[config.mk]
export PLATFORM = sky130hd
export DESIGN_NAME = load_store_unit_flat
export DESIGN_NICKNAME = d
export VERILOG_FILES = /design/src/rtl/lsu_pkg.sv /design/src/rtl/lsu_if.sv /design/src/rtl/lsu_lane_align.sv /design/src/rtl/load_store_unit.sv /design/src/flat_wrapper.sv
export SDC_FILE = /design/constraint.sdc
export NUM_CORES = 1
export LEC_CHECK = 0
export CORE_MARGIN = 2
export CORE_UTILIZATION = 40
export CTS_CLUSTER_DIAMETER = 40
export DETAILED_ROUTE_END_ITERATION = 10
export HOLD_SLACK_MARGIN = 0.12
export PLACE_DENSITY = 0.82
export SLEW_MARGIN = 25
export SYNTH_ARGS = -nofsm -noshare
export SYNTH_HDL_FRONTEND = slang
export SYNTH_SLANG_ARGS = --single-unit
[constraint.sdc]
create_clock -name clk -period 3.8 [get_ports clk]
set_clock_uncertainty 0.05 [all_clocks]
set_input_delay 0.76 -clock clk [delete_from_list [all_inputs] [get_ports clk]]
set_output_delay 0.76 -clock clk [all_outputs]
set_load 0.05 [all_outputs]
[src/rtl/lsu_pkg.sv]
// ---------------------------------------------------------------------------
// lsu_pkg
// Shared definitions for the load/store unit.
//   size_e      : access size encoding as presented on req_size
//   state_e     : control FSM states of load_store_unit
//   MEM_BYTES_DEFAULT : default data-memory size in bytes
//   lane_mask() : which byte lanes of the big-endian 32-bit word an access
//                 touches (bit 3 = bits [31:24], bit 0 = bits [7:0])
// ---------------------------------------------------------------------------
package lsu_pkg;

    localparam int MEM_BYTES_DEFAULT = 1024;

    typedef enum logic [1:0] {
        SZ_BYTE = 2'b00,
        SZ_HALF = 2'b01,
        SZ_WORD = 2'b10,
        SZ_ILL  = 2'b11
    } size_e;

    typedef enum logic [2:0] {
        ST_IDLE,
        ST_LOAD,
        ST_RMW_RD,
        ST_WRITE,
        ST_RESP
    } state_e;

    // Big-endian: offset 0 is the most significant byte of the word.
    function automatic logic [3:0] lane_mask(size_e size, logic [1:0] off);
        logic [3:0] mask;
        case (size)
            SZ_BYTE: mask = 4'b1000 >> off;
            SZ_HALF: mask = off[1] ? 4'b0011 : 4'b1100;
            default: mask = 4'b1111;
        endcase
        return mask;
    endfunction

endpackage

[src/rtl/lsu_if.sv]
// ---------------------------------------------------------------------------
// lsu_if
// Bundles the CPU request/response handshake and the data-memory bus of the
// load/store unit.
//   slave  : seen by load_store_unit (takes requests, drives the memory)
//   master : seen by the pipeline / memory side environment
// Request : req_valid, req_ready, req_write, req_size, req_signed,
//           req_addr, req_wdata
// Response: resp_valid, resp_ready, resp_rdata, resp_err
// Memory  : mem_addr, mem_wdata, mem_we, mem_rdata
// ---------------------------------------------------------------------------
interface lsu_if;

    logic        req_valid;
    logic        req_ready;
    logic        req_write;
    logic [1:0]  req_size;
    logic        req_signed;
    logic [31:0] req_addr;
    logic [31:0] req_wdata;

    logic        resp_valid;
    logic        resp_ready;
    logic [31:0] resp_rdata;
    logic        resp_err;

    logic [31:0] mem_addr;
    logic [31:0] mem_wdata;
    logic        mem_we;
    logic [31:0] mem_rdata;

    modport slave (
        input  req_valid, req_write, req_size, req_signed, req_addr, req_wdata,
        input  resp_ready, mem_rdata,
        output req_ready, resp_valid, resp_rdata, resp_err,
        output mem_addr, mem_wdata, mem_we
    );

    modport master (
        output req_valid, req_write, req_size, req_signed, req_addr, req_wdata,
        output resp_ready, mem_rdata,
        input  req_ready, resp_valid, resp_rdata, resp_err,
        input  mem_addr, mem_wdata, mem_we
    );

endinterface

[src/rtl/lsu_lane_align.sv]
// ---------------------------------------------------------------------------
// lsu_lane_align
// Purely combinational byte-lane steering for a big-endian 32-bit memory.
//   size, is_signed, off : captured access attributes (off = addr[1:0])
//   old_word             : word currently read from memory
//   wdata                : right-justified store data
//   load_data            : selected lane, sign/zero extended to 32 bits
//   merged_word          : old_word with the store lane replaced by wdata
// ---------------------------------------------------------------------------
module lsu_lane_align
    import lsu_pkg::*;
(
    input  size_e       size,
    input  logic        is_signed,
    input  logic [1:0]  off,
    input  logic [31:0] old_word,
    input  logic [31:0] wdata,
    output logic [31:0] load_data,
    output logic [31:0] merged_word
);

    logic [3:0]  mask;
    logic [31:0] ins_word;
    logic [31:0] shifted;

    assign mask = lane_mask(size, off);

    // Replicate the store data across the word so every candidate lane
    // already holds it; the mask then picks the one that is written.
    always_comb begin
        case (size)
            SZ_BYTE: ins_word = {4{wdata[7:0]}};
            SZ_HALF: ins_word = {2{wdata[15:0]}};
            default: ins_word = wdata;
        endcase
    end

    generate
        for (genvar gi = 0; gi < 4; gi++) begin : g_lane
            assign merged_word[gi*8 +: 8] = mask[gi] ? ins_word[gi*8 +: 8]
                                                     : old_word[gi*8 +: 8];
        end
    endgenerate

    // Shift the addressed lane down to bit 0: byte at offset k sits
    // (3-k)*8 bits up, half at offset 0 sits 16 bits up.
    always_comb begin
        shifted   = old_word;
        load_data = old_word;
        case (size)
            SZ_BYTE: begin
                shifted   = old_word >> {~off, 3'b000};
                load_data = {{24{is_signed & shifted[7]}}, shifted[7:0]};
            end
            SZ_HALF: begin
                shifted   = old_word >> {~off[1], 4'b0000};
                load_data = {{16{is_signed & shifted[15]}}, shifted[15:0]};
            end
            default: begin
                shifted   = old_word;
                load_data = old_word;
            end
        endcase
    end

endmodule

[src/rtl/load_store_unit.sv]
// ---------------------------------------------------------------------------
// load_store_unit
// Initiator side of a byte-addressed, big-endian, 32-bit data memory with
// synchronous write and combinational read. Adds byte/half/word sizing,
// sign/zero extension, read-modify-write for sub-word stores and
// alignment / range checking.
//   clk   : rising-edge clock
//   rst_n : asynchronous active-low reset
//   bus   : lsu_if.slave -- request/response handshake and memory bus
// Parameter MEM_BYTES: valid byte addresses are 0..MEM_BYTES-1.
// ---------------------------------------------------------------------------
module load_store_unit
    import lsu_pkg::*;
#(
    parameter int MEM_BYTES = MEM_BYTES_DEFAULT
) (
    input  logic clk,
    input  logic rst_n,
    lsu_if.slave bus
);

    localparam logic [32:0] MEM_LIMIT = 33'(MEM_BYTES);

    state_e      state_q,      state_d;
    size_e       size_q,       size_d;
    logic        signed_q,     signed_d;
    logic [1:0]  off_q,        off_d;
    logic [31:0] wdata_q,      wdata_d;
    logic [31:0] resp_rdata_q, resp_rdata_d;
    logic        resp_err_q,   resp_err_d;
    logic [31:0] mem_addr_q,   mem_addr_d;
    logic [31:0] mem_wdata_q,  mem_wdata_d;

    size_e       req_size_e;
    logic        req_err;
    logic [31:0] load_data;
    logic [31:0] merged_word;

    assign req_size_e = size_e'(bus.req_size);

    // Reject illegal size, misalignment, or an address past the memory.
    always_comb begin
        req_err = 1'b0;
        if (req_size_e == SZ_ILL)                             req_err = 1'b1;
        if (req_size_e == SZ_HALF && bus.req_addr[0])         req_err = 1'b1;
        if (req_size_e == SZ_WORD && bus.req_addr[1:0] != 2'b00) req_err = 1'b1;
        if ({1'b0, bus.req_addr} >= MEM_LIMIT)                req_err = 1'b1;
    end

    lsu_lane_align u_lane_align (
        .size        (size_q),
        .is_signed   (signed_q),
        .off         (off_q),
        .old_word    (bus.mem_rdata),
        .wdata       (wdata_q),
        .load_data   (load_data),
        .merged_word (merged_word)
    );

    always_comb begin
        state_d      = state_q;
        size_d       = size_q;
        signed_d     = signed_q;
        off_d        = off_q;
        wdata_d      = wdata_q;
        resp_rdata_d = resp_rdata_q;
        resp_err_d   = resp_err_q;
        mem_addr_d   = mem_addr_q;
        mem_wdata_d  = mem_wdata_q;

        unique case (state_q)
            ST_IDLE: begin
                if (bus.req_valid) begin
                    size_d       = req_size_e;
                    signed_d     = bus.req_signed;
                    off_d        = bus.req_addr[1:0];
                    wdata_d      = bus.req_wdata;
                    resp_rdata_d = 32'h0;
                    resp_err_d   = req_err;
                    if (req_err) begin
                        // The memory bus is left untouched for rejected requests.
                        state_d = ST_RESP;
                    end else begin
                        mem_addr_d = {bus.req_addr[31:2], 2'b00};
                        if (!bus.req_write) begin
                            state_d = ST_LOAD;
                        end else if (req_size_e == SZ_WORD) begin
                            mem_wdata_d = bus.req_wdata;
                            state_d     = ST_WRITE;
                        end else begin
                            state_d = ST_RMW_RD;
                        end
                    end
                end
            end
            ST_LOAD: begin
                resp_rdata_d = load_data;
                state_d      = ST_RESP;
            end
            ST_RMW_RD: begin
                mem_wdata_d = merged_word;
                state_d     = ST_WRITE;
            end
            ST_WRITE: begin
                state_d = ST_RESP;
            end
            ST_RESP: begin
                if (bus.resp_ready) state_d = ST_IDLE;
            end
            default: begin
                state_d = ST_IDLE;
            end
        endcase
    end

    always_ff @(posedge clk or negedge rst_n) begin
        if (!rst_n) begin
            state_q      <= ST_IDLE;
            size_q       <= SZ_BYTE;
            signed_q     <= 1'b0;
            off_q        <= 2'b00;
            wdata_q      <= 32'h0;
            resp_rdata_q <= 32'h0;
            resp_err_q   <= 1'b0;
            mem_addr_q   <= 32'h0;
            mem_wdata_q  <= 32'h0;
        end else begin
            state_q      <= state_d;
            size_q       <= size_d;
            signed_q     <= signed_d;
            off_q        <= off_d;
            wdata_q      <= wdata_d;
            resp_rdata_q <= resp_rdata_d;
            resp_err_q   <= resp_err_d;
            mem_addr_q   <= mem_addr_d;
            mem_wdata_q  <= mem_wdata_d;
        end
    end

    // Handshake strobes and write enable decode from state alone, so an
    // asynchronous reset drops mem_we immediately.
    assign bus.req_ready  = (state_q == ST_IDLE);
    assign bus.resp_valid = (state_q == ST_RESP);
    assign bus.mem_we     = (state_q == ST_WRITE);
    assign bus.resp_rdata = resp_rdata_q;
    assign bus.resp_err   = resp_err_q;
    assign bus.mem_addr   = mem_addr_q;
    assign bus.mem_wdata  = mem_wdata_q;

endmodule
[src/flat_wrapper.sv]
// flat-port wrapper written by rule: the top's interface ports become plain ports
module load_store_unit_flat import lsu_pkg::*;
#(
    parameter int MEM_BYTES = MEM_BYTES_DEFAULT
)
  (clk, rst_n, bus_req_valid, bus_req_write, bus_req_size, bus_req_signed, bus_req_addr, bus_req_wdata, bus_resp_ready, bus_mem_rdata, bus_req_ready, bus_resp_valid, bus_resp_rdata, bus_resp_err, bus_mem_addr, bus_mem_wdata, bus_mem_we);
  lsu_if bus_i ();
  input  logic clk;
  input  logic rst_n;
  input wire logic [$bits(bus_i.req_valid)-1:0] bus_req_valid;
  input wire logic [$bits(bus_i.req_write)-1:0] bus_req_write;
  input wire logic [$bits(bus_i.req_size)-1:0] bus_req_size;
  input wire logic [$bits(bus_i.req_signed)-1:0] bus_req_signed;
  input wire logic [$bits(bus_i.req_addr)-1:0] bus_req_addr;
  input wire logic [$bits(bus_i.req_wdata)-1:0] bus_req_wdata;
  input wire logic [$bits(bus_i.resp_ready)-1:0] bus_resp_ready;
  input wire logic [$bits(bus_i.mem_rdata)-1:0] bus_mem_rdata;
  output wire logic [$bits(bus_i.req_ready)-1:0] bus_req_ready;
  output wire logic [$bits(bus_i.resp_valid)-1:0] bus_resp_valid;
  output wire logic [$bits(bus_i.resp_rdata)-1:0] bus_resp_rdata;
  output wire logic [$bits(bus_i.resp_err)-1:0] bus_resp_err;
  output wire logic [$bits(bus_i.mem_addr)-1:0] bus_mem_addr;
  output wire logic [$bits(bus_i.mem_wdata)-1:0] bus_mem_wdata;
  output wire logic [$bits(bus_i.mem_we)-1:0] bus_mem_we;
  assign bus_i.req_valid = bus_req_valid;
  assign bus_i.req_write = bus_req_write;
  assign bus_i.req_size = bus_req_size;
  assign bus_i.req_signed = bus_req_signed;
  assign bus_i.req_addr = bus_req_addr;
  assign bus_i.req_wdata = bus_req_wdata;
  assign bus_i.resp_ready = bus_resp_ready;
  assign bus_i.mem_rdata = bus_mem_rdata;
  assign bus_req_ready = bus_i.req_ready;
  assign bus_resp_valid = bus_i.resp_valid;
  assign bus_resp_rdata = bus_i.resp_rdata;
  assign bus_resp_err = bus_i.resp_err;
  assign bus_mem_addr = bus_i.mem_addr;
  assign bus_mem_wdata = bus_i.mem_wdata;
  assign bus_mem_we = bus_i.mem_we;
  load_store_unit #(.MEM_BYTES(MEM_BYTES)) u_core (.clk(clk), .rst_n(rst_n), .bus(bus_i));
endmodule
==> results of run 1 <==
## sequential cells by signal, summed over array words and instances, names as in the netlist
register               cells
u_core.signed_q            1
u_core.bus.mem_addr       30
u_core.off_q               2
u_core.size_q              2
u_core.bus.resp_err        1
u_core.state_q             3
u_core.bus.mem_wdata      32
u_core.wdata_q            32
u_core.bus.resp_rdata     32
## stage by stage
step	cell area [um^2]	hold slack, ns	setup slack, ns	util	std cells
global route	9280	0.3925	0.7629	0.5800	1077
global placement	8737	0.4016	0.6766	0.5461	1049
detailed placement	8737	0.4070	0.5833	0.5461	1049
CTS	9280	0.3548	0.8158	0.5800	1077
floorplan	6594	0.3903	1.280	-	674
finish	9280	0.3203	0.8402	0.5800	1077
## layout make-up
| cell class | instances | area [um^2] | share of cell area |
|---|---|---|---|
| Clock buffer | 23 | 467.9 | 0.05042 |
| Clock inverter | 5 | 75.07 | 0.008090 |
| Inverter | 7 | 26.28 | 0.002831 |
| Multi-Input combinational cell | 475 | 2937 | 0.3164 |
| Sequential cell | 135 | 3378 | 0.3640 |
| Tap cell | 216 | 270.3 | 0.02912 |
| Timing Repair Buffer | 216 | 2126 | 0.2291 |
## report_power, final
group          internal (mW)  leakage (nW)  switching (mW)  total (mW)
Sequential              1.62          1.78           0.177        1.79
Clock                  0.981         0.269           0.584        1.57
Combinational          0.561          2.13           0.893        1.45
Total                   3.16          4.18            1.65        4.81
## worst paths after layout
kind / startpoint / end / slack, ns
worst max-delay path: u_core.state_q[1]$_DFFE_PN0P_ / bus_mem_we / 0.84
worst min-delay path: rst_n / u_core.bus.mem_addr[27]$_DFFE_PN0P_ / 0.32
worst max register to register: u_core.size_q[0]$_DFFE_PN0P_ / u_core.bus.mem_wdata[29]$_DFFE_PN0P_ / 1.38
worst min register to register: u_core.wdata_q[19]$_DFFE_PN0P_ / u_core.wdata_q[19]$_DFFE_PN0P_ / 0.42
max in group asynchronous: rst_n / u_core.bus.mem_addr[23]$_DFFE_PN0P_ / 2.48
min in group clk: u_core.wdata_q[19]$_DFFE_PN0P_ / u_core.wdata_q[19]$_DFFE_PN0P_ / 0.42
## cells in the final DEF (no fill, tap or decap), drive strengths merged, types with 20 or more instances in the layout
cell type	instances
a22o	20
o21ai	39
nand2	148
nor2	39
nor3	23
nor2b	28
a21oi	29
dfrtp	135
clkbuf	23
clkdlybuf4s50	200
mux2	40
## cells by family after synthesis
kind of cell,after synthesis,synth area share
compound gates,162,0.1739
flops,135,0.5126
mux,49,0.09019
buf+inv,64,0.04443
other cells,1,0.0005690
simple gates,262,0.1783
## cell usage after synthesis, types with 4 or more instances
library cell	n
a222oi_1	8
nor3_1	21
o221ai_1	6
inv_1	6
a221o_1	16
dfrtp_1	135
a21oi_1	29
buf_4	5
a22o_1	20
nor4_1	11
nor2b_1	28
o21ai_0	37
a221oi_1	9
a31oi_1	16
mux2_1	19
nor2_1	39
clkbuf_1	42
buf_6	4
nand2_1	148
mux2i_1	8
mux2_2	10
o31ai_1	8
mux2_4	11
## layer usage
metal  wire length (um)  global-route usage  vias to the layer above
li1                   -                   -                     2757
met1               8592              0.3154                     2810
met2               9582              0.3719                      324
met3               2051             0.07612                       36
met4                543             0.08901                        0
met5                  0                   0                        -
==> flow_metrics.tcl, run 1 <==
set metrics [dict create \
    outcome "complete, no violations" \
    period_needed_ns 2.960 \
    antenna_found_initial 0 \
    fin_tns_setup_ns 0 \
    crit_path_end_kind "output pin" \
    drive_gt1_frac 0.08362 \
    slew_headroom 0.4856 \
    period_share 0.7789 \
    cts_tree "done" \
    cpMaxStageDelayCell "clkdlybuf4s50_1" \
    crit_cells 3 \
    min_path_type "in -> async" \
    overflow 0 \
    cp.required_ns 2.99 \
    synth_edf_count 0 \
    cts_resized 0 \
    finalPower_mw 4.811 \
    drtPass1Iterations 5 \
    wl_um 20770 \
    ios 204 \
    drc 0 \
    syn_area_mm2 0.006590 \
    num_vias 5927 \
    p_leak_nw 4.176 \
    cts_inserted_buffers 17 \
    core_area_mm2 0.01600 \
    syn2layout_area_growth_pct 40.82 \
    crit_chain "inv_1 > nor3b_1 > clkdlybuf4s50_1" \
    seq_area_frac_synth 0.5126 \
    die-area_mm2 0.01752 \
    critPathMaxStageDelay_ns 0.84 \
    netlist_instances 673 \
    clk_path_buf_depth 2 \
    synth_cell_types 46 \
    r2r_cells 6 \
    yosysWarnings 0 \
    synthArstFlopShare 1.000 \
    gp_congestion 0.8839 \
    synth_seq_cells 135 \
    fmax_ghz 0.3379 \
    drtAntennaViolNets 0 \
    cts-htree-levels 4 \
    hold_viol 0 \
    syn_area_per_cell_um2 9.792 \
    synth_top_area_frac 0.5126 \
    path_class "reg -> out" \
    rows 46 \
    path_clk_slew_ns 0.05 \
    initial_core_util 0.4119 \
    floorplan.die.width_um 132.4 \
    cts_setup_buffers 0 \
    final_nets 956 \
    grt_pass1_vias 5809 \
    dominantRegCellSynth "dfrtp_1" \
    tightest_slew_ns 0.7716 \
    cp-start-kind "flop" \
    cts_hold_buf 0 \
    ir_drop_mv 0.3272 \
    setup_violations 0 \
    cp_data_arrival_time_ns 2.15 \
    drv_cap 0 \
    nFillCells 1412 \
    crit_buf_inv 2 \
    drv_slew 0 \
    hpwl_um 15180 \
    grt_max_degree 83 \
    grt_pass1_wl_um 32780 \
    fp.dieH_um 132.4 \
    grt_usage 0.2397 \
    cts_sinks 135 \
    rsz0062_at_grt "no" \
    yosys-top-cells-area "dfrtp_1 (51%), nand2_1 (8.4%), mux2_1 (3.2%)" \
    drtIter0Drc 769 \
    path_max_fanout 9 \
    clk-insertion-delay-late_ns 0.42 \
    portBuffers 201 \
    antennaDiodeCount 0 \
    wire_per_inst_um 19.29 \
    crit_family "buffers and inverters" \
    ctsRootBufferMaster "clkbuf_16" \
    drt-vias-per-instance 5.503 \
    p_per_area_mw_per_mm2 518.5 \
    synth_top_area_cell "dfrtp_1" \
]
No activity file was read; power rests on OpenSTA's default activity.
==> inputs of run 2 (changes only) <==
==> constraint.sdc (replaced) <==
create_clock -name clk -period 3.1 [get_ports clk]
set_clock_uncertainty 0.05 [all_clocks]
set_input_delay 0.62 -clock clk [delete_from_list [all_inputs] [get_ports clk]]
set_output_delay 0.62 -clock clk [all_outputs]
set_load 0.05 [all_outputs]
==> run 2 against run 1 <==
Effect of this change: first-iteration DRC count fell by 9.4%; cell area rose by 0.96%; flip-flop and latch count did not move; critical path depth did not move; critical endpoint unchanged; non-clock buffer count rose by 3; sequential power rose by 21%; critical path type unchanged; clock-buffer cell count fell by 3; register-to-register slack got worse by 0.71 ns; highest routed layer unchanged; cell count rose by 0.65%; worst setup slack got worse by 0.55 ns; largest cell class unchanged; via count rose by 3.7%; combinational power rose by 26%.
==> flow_metrics.tcl, run 2 (synthesis results as in run 1) <==
set metrics [dict create \
    cp.required_ns 2.43 \
    floorplan.die.width_um 132.4 \
    gp_congestion 0.9442 \
    p_per_area_mw_per_mm2 642.9 \
    num_vias 6146 \
    grt_usage 0.2471 \
    final_nets 959 \
    wl_met3_um 2336 \
    crit_family "buffers and inverters" \
    path_clk_slew_ns 0.06 \
    crit_chain "inv_1 > nor3b_1 > clkdlybuf4s50_1" \
    final_cell_area_mm2 0.009369 \
    met1_length_um 8411 \
    timing.rr.start "u_core.size_q[0]$_DFFE_PN0P_" \
    fp.dieH_um 132.4 \
    hold_viol 0 \
    portBuffers 201 \
    cts_hold_buf 0 \
    r2r_setup_slack_ns 0.67 \
    cp-start-kind "flop" \
    r2r_cells 6 \
    drc 0 \
    drtPass1Iterations 5 \
    mostFrequentLayoutCells "clkdlybuf4s50_1 (200), nand2_1 (148), dfrtp_1 (135)" \
    clk-insertion-delay-late_ns 0.43 \
    final.hold.worst_slack_ns 0.1202 \
    highest_layer "met4" \
    drtIter0Drc 697 \
    setup_ws_ns 0.2877 \
    slew_headroom 0.4620 \
    die-area_mm2 0.01752 \
    antenna_found_initial 0 \
    rsz0062_at_grt "no" \
    fin_tns_setup_ns 0 \
    drtAntennaViolNets 0 \
    grt_pass1_vias 6106 \
    outcome "complete, no violations" \
    layout_commonest_cell "clkdlybuf4s50_1" \
    core_area_mm2 0.01600 \
    p_leak_nw 4.220 \
    syn2layout_area_growth_pct 42.17 \
    cts_sinks 135 \
    cts-htree-levels 4 \
    dpl_cell_area_mm2 0.008772 \
    clk_path_buf_depth 2 \
    grt_max_degree 61 \
    ios 204 \
    fmax_ghz 0.3556 \
    rr_endpoint "u_core.bus.mem_wdata[19]$_DFFE_PN0P_" \
    cpMaxStageDelayCell "clkdlybuf4s50_1" \
    grt_pass1_wl_um 33700 \
    dpl_worst_slack_ns 0.1861 \
    dp_cells 1052 \
    initial_core_util 0.4119 \
    wl_um 21400 \
    overflow 0 \
    crit_path_end_kind "output pin" \
    antennaDiodeCount 0 \
    min_path_type "in -> async" \
    drt-vias-per-instance 5.670 \
    ctsRootBufferMaster "clkbuf_16" \
    period_needed_ns 2.812 \
    cts_resized 0 \
    path_max_fanout 9 \
    hpwl_um 15210 \
    ir_drop_mv 0.4089 \
    path_class "reg -> out" \
    drv_cap 0 \
    drive_gt1_frac 0.09677 \
    cts_tree "done" \
    stdcell_count 1084 \
    rows 46 \
    cts_inserted_buffers 17 \
    cp_data_arrival_time_ns 2.14 \
    crit_buf_inv 2 \
    cts_setup_buffers 0 \
    wire_per_inst_um 19.74 \
    drv_slew 0 \
    critPathMaxStageDelay_ns 0.84 \
    route.met2.wl_um 9971 \
    setup_violations 0 \
    period_share 0.9072 \
    tightest_slew_ns 0.8040 \
]
## run 2: changes by cell type in the layout (fill, tap and decap cells not counted)
| cell | change |
|---|---|
| clkbuf_1 | -4 |
| clkinv_4 | +3 |
| buf_4 | +2 |
| clkinv_2 | +2 |
| clkinvlp_4 | +2 |
| buf_12 | +1 |
| clkbuf_8 | +1 |
| o21ai_1 | -1 |
| o21ai_2 | +1 |
## run 2: metrics by stage
| stage | utilization | power, mW |
|---|---|---|
| 2_1_floorplan | - | 3.292 |
| 3_3_place_gp | 0.5482 | 3.960 |
| 3_5_place_dp | 0.5482 | 3.986 |
| 4_1_cts | 0.5853 | 6.024 |
| 5_1_grt | 0.5855 | 6.267 |
| 6_report | 0.5855 | 6.024 |
## run 2: per-layer routing
| metal | GRT usage | vias up |
|---|---|---|
| met4 | 0.09319 | 0 |
| met5 | 0 | - |
| li1 | - | 2762 |
| met2 | 0.3981 | 405 |
| met3 | 0.08689 | 57 |
| met1 | 0.3064 | 2922 |
## run 2: how the worst max path moves through the flow
stage	cells past startpoint	slack (ns)	end	startpoint
floorplan	6	0.71	u_core.bus.mem_addr[3]$_DFFE_PN0P_	u_core.state_q[2]$_DFFE_PN0P_
detailed placement	6	0.19	u_core.bus.mem_wdata[6]$_DFFE_PN0P_	bus_req_addr[21]
global placement	6	0.21	u_core.bus.mem_wdata[5]$_DFFE_PN0P_	bus_req_addr[21]
finish	3	0.29	bus_mem_we	u_core.state_q[1]$_DFFE_PN0P_
global route	2	0.21	bus_req_ready	u_core.state_q[2]$_DFFE_PN0P_
CTS	2	0.28	bus_req_ready	u_core.state_q[2]$_DFFE_PN0P_
## run 2: worst reg2reg max path, stage by stage (launching register included)
cell and delay [ns]:
dfrtp_1 0.51, buf_4 0.24, nor2_1 0.47, nor2_1 0.24, nor3_1 0.32, o31ai_1 0.17
mux2_1 0.30
## run 2: where the power goes
part | internal, mW | total (mW) | switching (mW)
Clock | 1.24 | 2.03 | 0.782
Combinational | 0.690 | 1.82 | 1.13
Sequential | 1.98 | 2.17 | 0.193
Total | 3.91 | 6.02 | 2.11
## run 2: area by class of cell
| cell class | count | area (um^2) |
|---|---|---|
| sequential | 135 | 3378 |
| tap | 216 | 270.3 |
| clock buffer | 20 | 466.7 |
| timing repair buffer | 219 | 2161 |
| multi-input combinational | 475 | 2940 |
| fill | 1388 | 6631 |
| clock inverter | 12 | 126.4 |
| inverter | 7 | 26.28 |
